### src/rtl/bf8b_decode_pkg.sv
`default_nettype none
// ---------------------------------------------------------------
// bf8b_decode_pkg : shared types for the bf8b decode pipeline
// Rev 1.0
// ---------------------------------------------------------------
package bf8b_decode_pkg;

  typedef enum logic [1:0] {
    INST_T0 = 2'b00,
    INST_T1 = 2'b01,
    INST_T2 = 2'b10,
    INST_T3 = 2'b11
  } inst_type_t;

  typedef enum logic [0:0] {
    S_OP  = 1'b0,
    S_EXT = 1'b1
  } dec_state_t;

  localparam int TYPE_MSB_OFS = 2;

endpackage
`default_nettype wire

### src/rtl/decode_out_reg.sv
`default_nettype none
// ---------------------------------------------------------------
// decode_out_reg : ready/valid output register for decoded records
// Rev 1.0
// ---------------------------------------------------------------
module decode_out_reg
  import bf8b_decode_pkg::*;
#(
  parameter int ADDR_W = 12
) (
  input  logic              clk,
  input  logic              rst_n,
  input  logic              flush,
  input  logic              load,
  input  logic [1:0]        ld_type,
  input  logic              ld_srcdst,
  input  logic              ld_ext,
  input  logic [ADDR_W-1:0] ld_addr,
  input  logic              out_ready,
  output logic              can_accept,
  output logic              out_valid,
  output logic [1:0]        inst_type,
  output logic              srcdst,
  output logic              ext,
  output logic [ADDR_W-1:0] addr
);

  logic              valid_q, valid_d;
  logic [1:0]        type_q, type_d;
  logic              srcdst_q, srcdst_d;
  logic              ext_q, ext_d;
  logic [ADDR_W-1:0] addr_q, addr_d;

  // Flush suppresses acceptance so no word is consumed in that cycle.
  assign can_accept = !flush && (!valid_q || out_ready);

  always_comb begin
    valid_d  = valid_q;
    type_d   = type_q;
    srcdst_d = srcdst_q;
    ext_d    = ext_q;
    addr_d   = addr_q;
    if (flush) begin
      valid_d = 1'b0;
    end else if (load) begin
      valid_d  = 1'b1;
      type_d   = ld_type;
      srcdst_d = ld_srcdst;
      ext_d    = ld_ext;
      addr_d   = ld_addr;
    end else if (out_ready) begin
      valid_d = 1'b0;
    end
  end

  always_ff @(posedge clk) begin
    if (!rst_n) begin
      valid_q  <= 1'b0;
      type_q   <= INST_T0;
      srcdst_q <= 1'b0;
      ext_q    <= 1'b0;
      addr_q   <= '0;
    end else begin
      valid_q  <= valid_d;
      type_q   <= type_d;
      srcdst_q <= srcdst_d;
      ext_q    <= ext_d;
      addr_q   <= addr_d;
    end
  end

  assign out_valid = valid_q;
  assign inst_type = type_q;
  assign srcdst    = srcdst_q;
  assign ext       = ext_q;
  assign addr      = addr_q;

endmodule
`default_nettype wire

### src/rtl/decode_pipe.sv
`default_nettype none
// ---------------------------------------------------------------
// decode_pipe : handshaked bf8b instruction decoder with two-word
// extended-address form. Option macro: DECODE_PIPE_CNT_EN.
// Rev 1.0
// ---------------------------------------------------------------
module decode_pipe
  import bf8b_decode_pkg::*;
#(
  parameter int INST_W = 8,
  parameter int ADDR_W = 12,
  parameter int CNT_W  = 16
) (
  input  logic              clk,
  input  logic              rst_n,
  input  logic              flush,
  input  logic              in_valid,
  output logic              in_ready,
  input  logic [INST_W-1:0] in_data,
  output logic              out_valid,
  input  logic              out_ready,
  output logic [1:0]        inst_type,
  output logic              srcdst,
  output logic              ext,
  output logic [ADDR_W-1:0] addr,
  output logic [CNT_W-1:0]  inst_count
);

  localparam int EXT_W = 2*INST_W - 4;

  dec_state_t        state_q, state_d;
  logic              hold_srcdst_q, hold_srcdst_d;
  logic [INST_W-5:0] hold_hi_q, hold_hi_d;

  logic              accept;
  inst_type_t        word_type;
  logic              load;
  inst_type_t        ld_type;
  logic              ld_srcdst;
  logic              ld_ext;
  logic [ADDR_W-1:0] ld_addr;
  logic [EXT_W-1:0]  ext_full;

  assign accept    = in_valid && in_ready;
  assign word_type = inst_type_t'(in_data[INST_W-1 -: TYPE_MSB_OFS]);
  assign ext_full  = {hold_hi_q, in_data};

  always_comb begin
    state_d       = state_q;
    hold_srcdst_d = hold_srcdst_q;
    hold_hi_d     = hold_hi_q;
    load          = 1'b0;
    ld_type       = word_type;
    ld_srcdst     = in_data[INST_W-3];
    ld_ext        = 1'b0;
    ld_addr       = '0;
    if (flush) begin
      state_d = S_OP;
    end else if (accept) begin
      if (state_q == S_EXT) begin
        // Second word is pure address payload, never decoded.
        load      = 1'b1;
        ld_type   = INST_T3;
        ld_srcdst = hold_srcdst_q;
        ld_ext    = 1'b1;
        ld_addr   = ADDR_W'(ext_full);
        state_d   = S_OP;
      end else if (word_type == INST_T3 && in_data[INST_W-4]) begin
        hold_srcdst_d = in_data[INST_W-3];
        hold_hi_d     = in_data[INST_W-5:0];
        state_d       = S_EXT;
      end else begin
        load = 1'b1;
        case (word_type)
          INST_T0: begin
            ld_srcdst = 1'b0;
            ld_addr   = ADDR_W'(in_data[INST_W-3:0]);
          end
          INST_T1, INST_T2: ld_addr = ADDR_W'(in_data[INST_W-4:0]);
          default:          ld_addr = '0;
        endcase
      end
    end
  end

  always_ff @(posedge clk) begin
    if (!rst_n) begin
      state_q       <= S_OP;
      hold_srcdst_q <= 1'b0;
      hold_hi_q     <= '0;
    end else begin
      state_q       <= state_d;
      hold_srcdst_q <= hold_srcdst_d;
      hold_hi_q     <= hold_hi_d;
    end
  end

  decode_out_reg #(
    .ADDR_W (ADDR_W)
  ) u_out_reg (
    .clk        (clk),
    .rst_n      (rst_n),
    .flush      (flush),
    .load       (load),
    .ld_type    (ld_type),
    .ld_srcdst  (ld_srcdst),
    .ld_ext     (ld_ext),
    .ld_addr    (ld_addr),
    .out_ready  (out_ready),
    .can_accept (in_ready),
    .out_valid  (out_valid),
    .inst_type  (inst_type),
    .srcdst     (srcdst),
    .ext        (ext),
    .addr       (addr)
  );

`ifdef DECODE_PIPE_CNT_EN
  logic [CNT_W-1:0] cnt_q, cnt_d;

  always_comb begin
    cnt_d = cnt_q;
    if (!flush && out_valid && out_ready) cnt_d = cnt_q + CNT_W'(1);
  end

  always_ff @(posedge clk) begin
    if (!rst_n) cnt_q <= '0;
    else        cnt_q <= cnt_d;
  end

  assign inst_count = cnt_q;
`else
  assign inst_count = '0;
`endif

endmodule
`default_nettype wire
### config.mk
export PLATFORM = sky130hd
export DESIGN_NAME = decode_pipe
export DESIGN_NICKNAME = d
export VERILOG_FILES = /design/src/rtl/bf8b_decode_pkg.sv /design/src/rtl/decode_out_reg.sv /design/src/rtl/decode_pipe.sv
export SDC_FILE = /design/constraint.sdc
export NUM_CORES = 1
export LEC_CHECK = 0
export ABC_AREA = 1
export CORE_UTILIZATION = 35
export DETAILED_ROUTE_END_ITERATION = 10
export MAX_ROUTING_LAYER = met4
export PLACE_DENSITY_LB_ADDON = 0.15
export SYNTH_ARGS = -nofsm -noshare
export SYNTH_HDL_FRONTEND = slang
export SYNTH_SLANG_ARGS = --single-unit
### constraint.sdc
create_clock -name clk -period 1 [get_ports clk]
set_input_delay 0.15 -clock clk [delete_from_list [all_inputs] [get_ports clk]]
set_output_delay 0.15 -clock clk [all_outputs]
set_load 0.01 [all_outputs]
==> results.ini <==
[outcome]
violations=DRC, setup timing
outcome=finished, violations left

[final_layout]
fillers=279
design_area_mm2=0.001604
layout-drive-gt1-share=0.5000
nNetsFinal=203
stdcell_count=217
antenna_cells=0
area_growth_pct=46.01

[setup_path]
path_delay_family=simple AND/OR/NAND/NOR gates
r2r_slack_ps=-130
path_class=primary input to register
slowest_delay_ps=460
worst-path-buf-inv=2
r2r-start=u_out_reg.out_valid
reg2reg_to=u_out_reg.srcdst
crit_start=out_ready
endpoint_kind=register
cpMostUsedCell=nor2_1
cp_slowest_cell=clkdlybuf4s50_1
crit_fanout=6
required_ps=1210
ff2ff_path_depth=6
crit_path_start_kind=primary input
worstPathCellList=clkdlybuf4s50_1 -> inv_1 -> nand2_4 -> nand3_4 -> nor2_4 -> nand2_1 -> nor2_1 -> nor2_1
arrival_ps=1360

[route]
routed_wl_mm=2.629
dr.pass1.iters=7
drc=5
wl_per_cell_um=12.12
via_count=1021
antenna_left=0
drt_iter0_drc=24
viasPerCell=4.705

[logic_synthesis]
syn_inst=141
synth_compound_area_frac=0.1617
avgSynthCellArea_um2=7.791
ys_seq_area_frac=0.4191
synthDistinctLibCells=19
synth-seq-cells=23
synthMuxAreaShare=0
synth_top_family_by_area=simple AND/OR/NAND/NOR gates
syn_area_mm2=0.001099
synth_xor_area_frac=0
yosys_warnings=0
synth_fa_ha_area_frac=0.03417
synth-simple-area-share=0.2084

[power]
p_leak_nw=0.7046
total_power_mw=1.730
powerDensity_mw_per_mm2=1078
ir_worst_vdd_uv=629.7

[global_route]
grt.overflow.total=0
grt_first_pass_wirelength_mm=4.084
grt_use_total=0.1611
antenna_found_initial=0
grt_max_degree=16
grt_pass1_vias=927

[timing]
whs_ps=394.3
period_minus_slack_ps=1144
finClkSkew_ps=2.119
rsz0062_at_grt=yes
timing_max_transition_violations_final=0
setup_ws_ps=-144.0
hold_violations=0
max_freq_mhz=874.1
setup_viol=24
final.setup.tns_ps=-2544
layout_worst_path_cycle_share=1.144

[clocking]
cts_tree=built
clk_latency_ps=310
ctsRootBufferMaster=clkbuf_4
clk_pin_slew_ps=120
clockBufferDepth=2
htreeDepth=1
cts_hold_buf=0
cts.sinks=23
cts-buffers-inserted=3

[placed_design]
place_hpwl_mm=1.749
dp_cells=206
numPortBuffers=30
gp_congestion=0.8264
placed_area_mm2=0.001450

[hold_path]
min-delay-start=in_data[4]
hold_class=primary input to register
holdPathEnd=u_out_reg.addr[4]
hold_depth=4

[floorplanning]
die_x_um=58.03
dieHeight_um=58.03
ios=47
die-area_mm2=0.003367
core_mm2=0.002853
rows=19
start_util=0.3851

[job]
max_cap_viol_count=0

-- tightest hold or removal path, stage by stage --
cell and delay [ps]:
dlygate4sd2_1 270, buf_4 140, nand3_2 60, a21oi_1 50
-- routing by layer --
| layer | share of wire | vias up | routed length [um] | GRT usage |
|---|---|---|---|---|
| met5 | 0 | - | 0 | - |
| met4 | 0.012 | 0 | 32 | 0.05102 |
| met3 | 0.056 | 4 | 146 | 0.02679 |
| met2 | 0.49 | 34 | 1290 | 0.2627 |
| met1 | 0.44 | 463 | 1159 | 0.2039 |
| li1 | - | 520 | - | - |
-- power breakdown --
group / internal [mW] / switching (mW)
registers: 0.944 / 0.0153
logic: 0.145 / 0.198
clock network: 0.149 / 0.278
total: 1.24 / 0.491
-- synth_stat cells (all sizes together) --
library cell | instances | area [um^2]
nand3 | 6 | 42.54
buf | 19 | 141.4
inv | 11 | 41.29
nor4 | 2 | 12.51
a211oi | 1 | 7.510
a21oi | 12 | 60.06
nand4 | 1 | 6.260
dfxtp | 23 | 460.4
o21ai | 22 | 110.1
nor2 | 25 | 116.4
nand2 | 13 | 51.30
clkbuf | 2 | 7.510
ha | 3 | 37.54
conb | 1 | 3.750
-- registers in the layout, summed over array words and instances, names as in the netlist --
signal and cells:
u_out_reg.addr 12, hold_hi_q 4, u_out_reg.inst_type 2, hold_srcdst_q 1, state_q 1, u_out_reg.ext 1
u_out_reg.out_valid 1, u_out_reg.srcdst 1
-- area by class of cell --
class,instances,area (um^2),area share
Multi-Input combinational cell,102,653.1,0.4072
Sequential cell,23,485.5,0.3027
Timing Repair Buffer,46,355.3,0.2215
Inverter,11,43.79,0.02730
Tap cell,31,38.79,0.02418
Clock buffer,3,22.52,0.01404
Clock inverter,1,5.005,0.003120
-- kinds of logic after synthesis --
| logic type | Yosys count |
|---|---|
| buf+inv | 32 |
| other cells | 1 |
| fa+ha+maj | 3 |
| simple gates | 47 |
| flops | 23 |
| compound gates | 35 |
-- cell usage in the layout, fill, tap and decap left out, drive strengths merged --
| cell | n |
|---|---|
| nand3 | 6 |
| nor2 | 26 |
| a21oi | 12 |
| clkbuf | 4 |
| nand4 | 1 |
| clkdlybuf4s15 | 1 |
| a211oi | 1 |
| dlygate4sd2 | 2 |
| o21ai | 22 |
| nand2 | 13 |
| buf | 33 |
| clkdlybuf4s50 | 9 |
| nor4 | 2 |
| dfxtp | 23 |
| conb | 16 |
| clkinv | 1 |
| ha | 3 |
| inv | 11 |
-- worst max-delay path by stage --
stage / cells after the start / endpoint
2_1_floorplan: 7 / u_out_reg.addr[5]
3_5_place_dp: 7 / u_out_reg.addr[3]
6_report: 8 / u_out_reg.srcdst
3_3_place_gp: 7 / u_out_reg.addr[0]
5_1_grt: 6 / u_out_reg.srcdst
4_1_cts: 4 / in_ready
-- through the flow --
step                worst slack [ps]  utilization
floorplan                     -36.31            -
global placement              -721.6       0.5083
detailed placement            -775.1       0.5083
CTS                           -136.3       0.5215
global route                  -201.3       0.5623
finish                        -144.0       0.5623
-- what timing repair did --
item,CTS,global route
setup buffers,5,1
cloned,1,0
pin swaps,7,8
endpoints found under the setup margin,41,25
gates resized for setup,99,40
No activity file was read; power rests on OpenSTA's default activity.
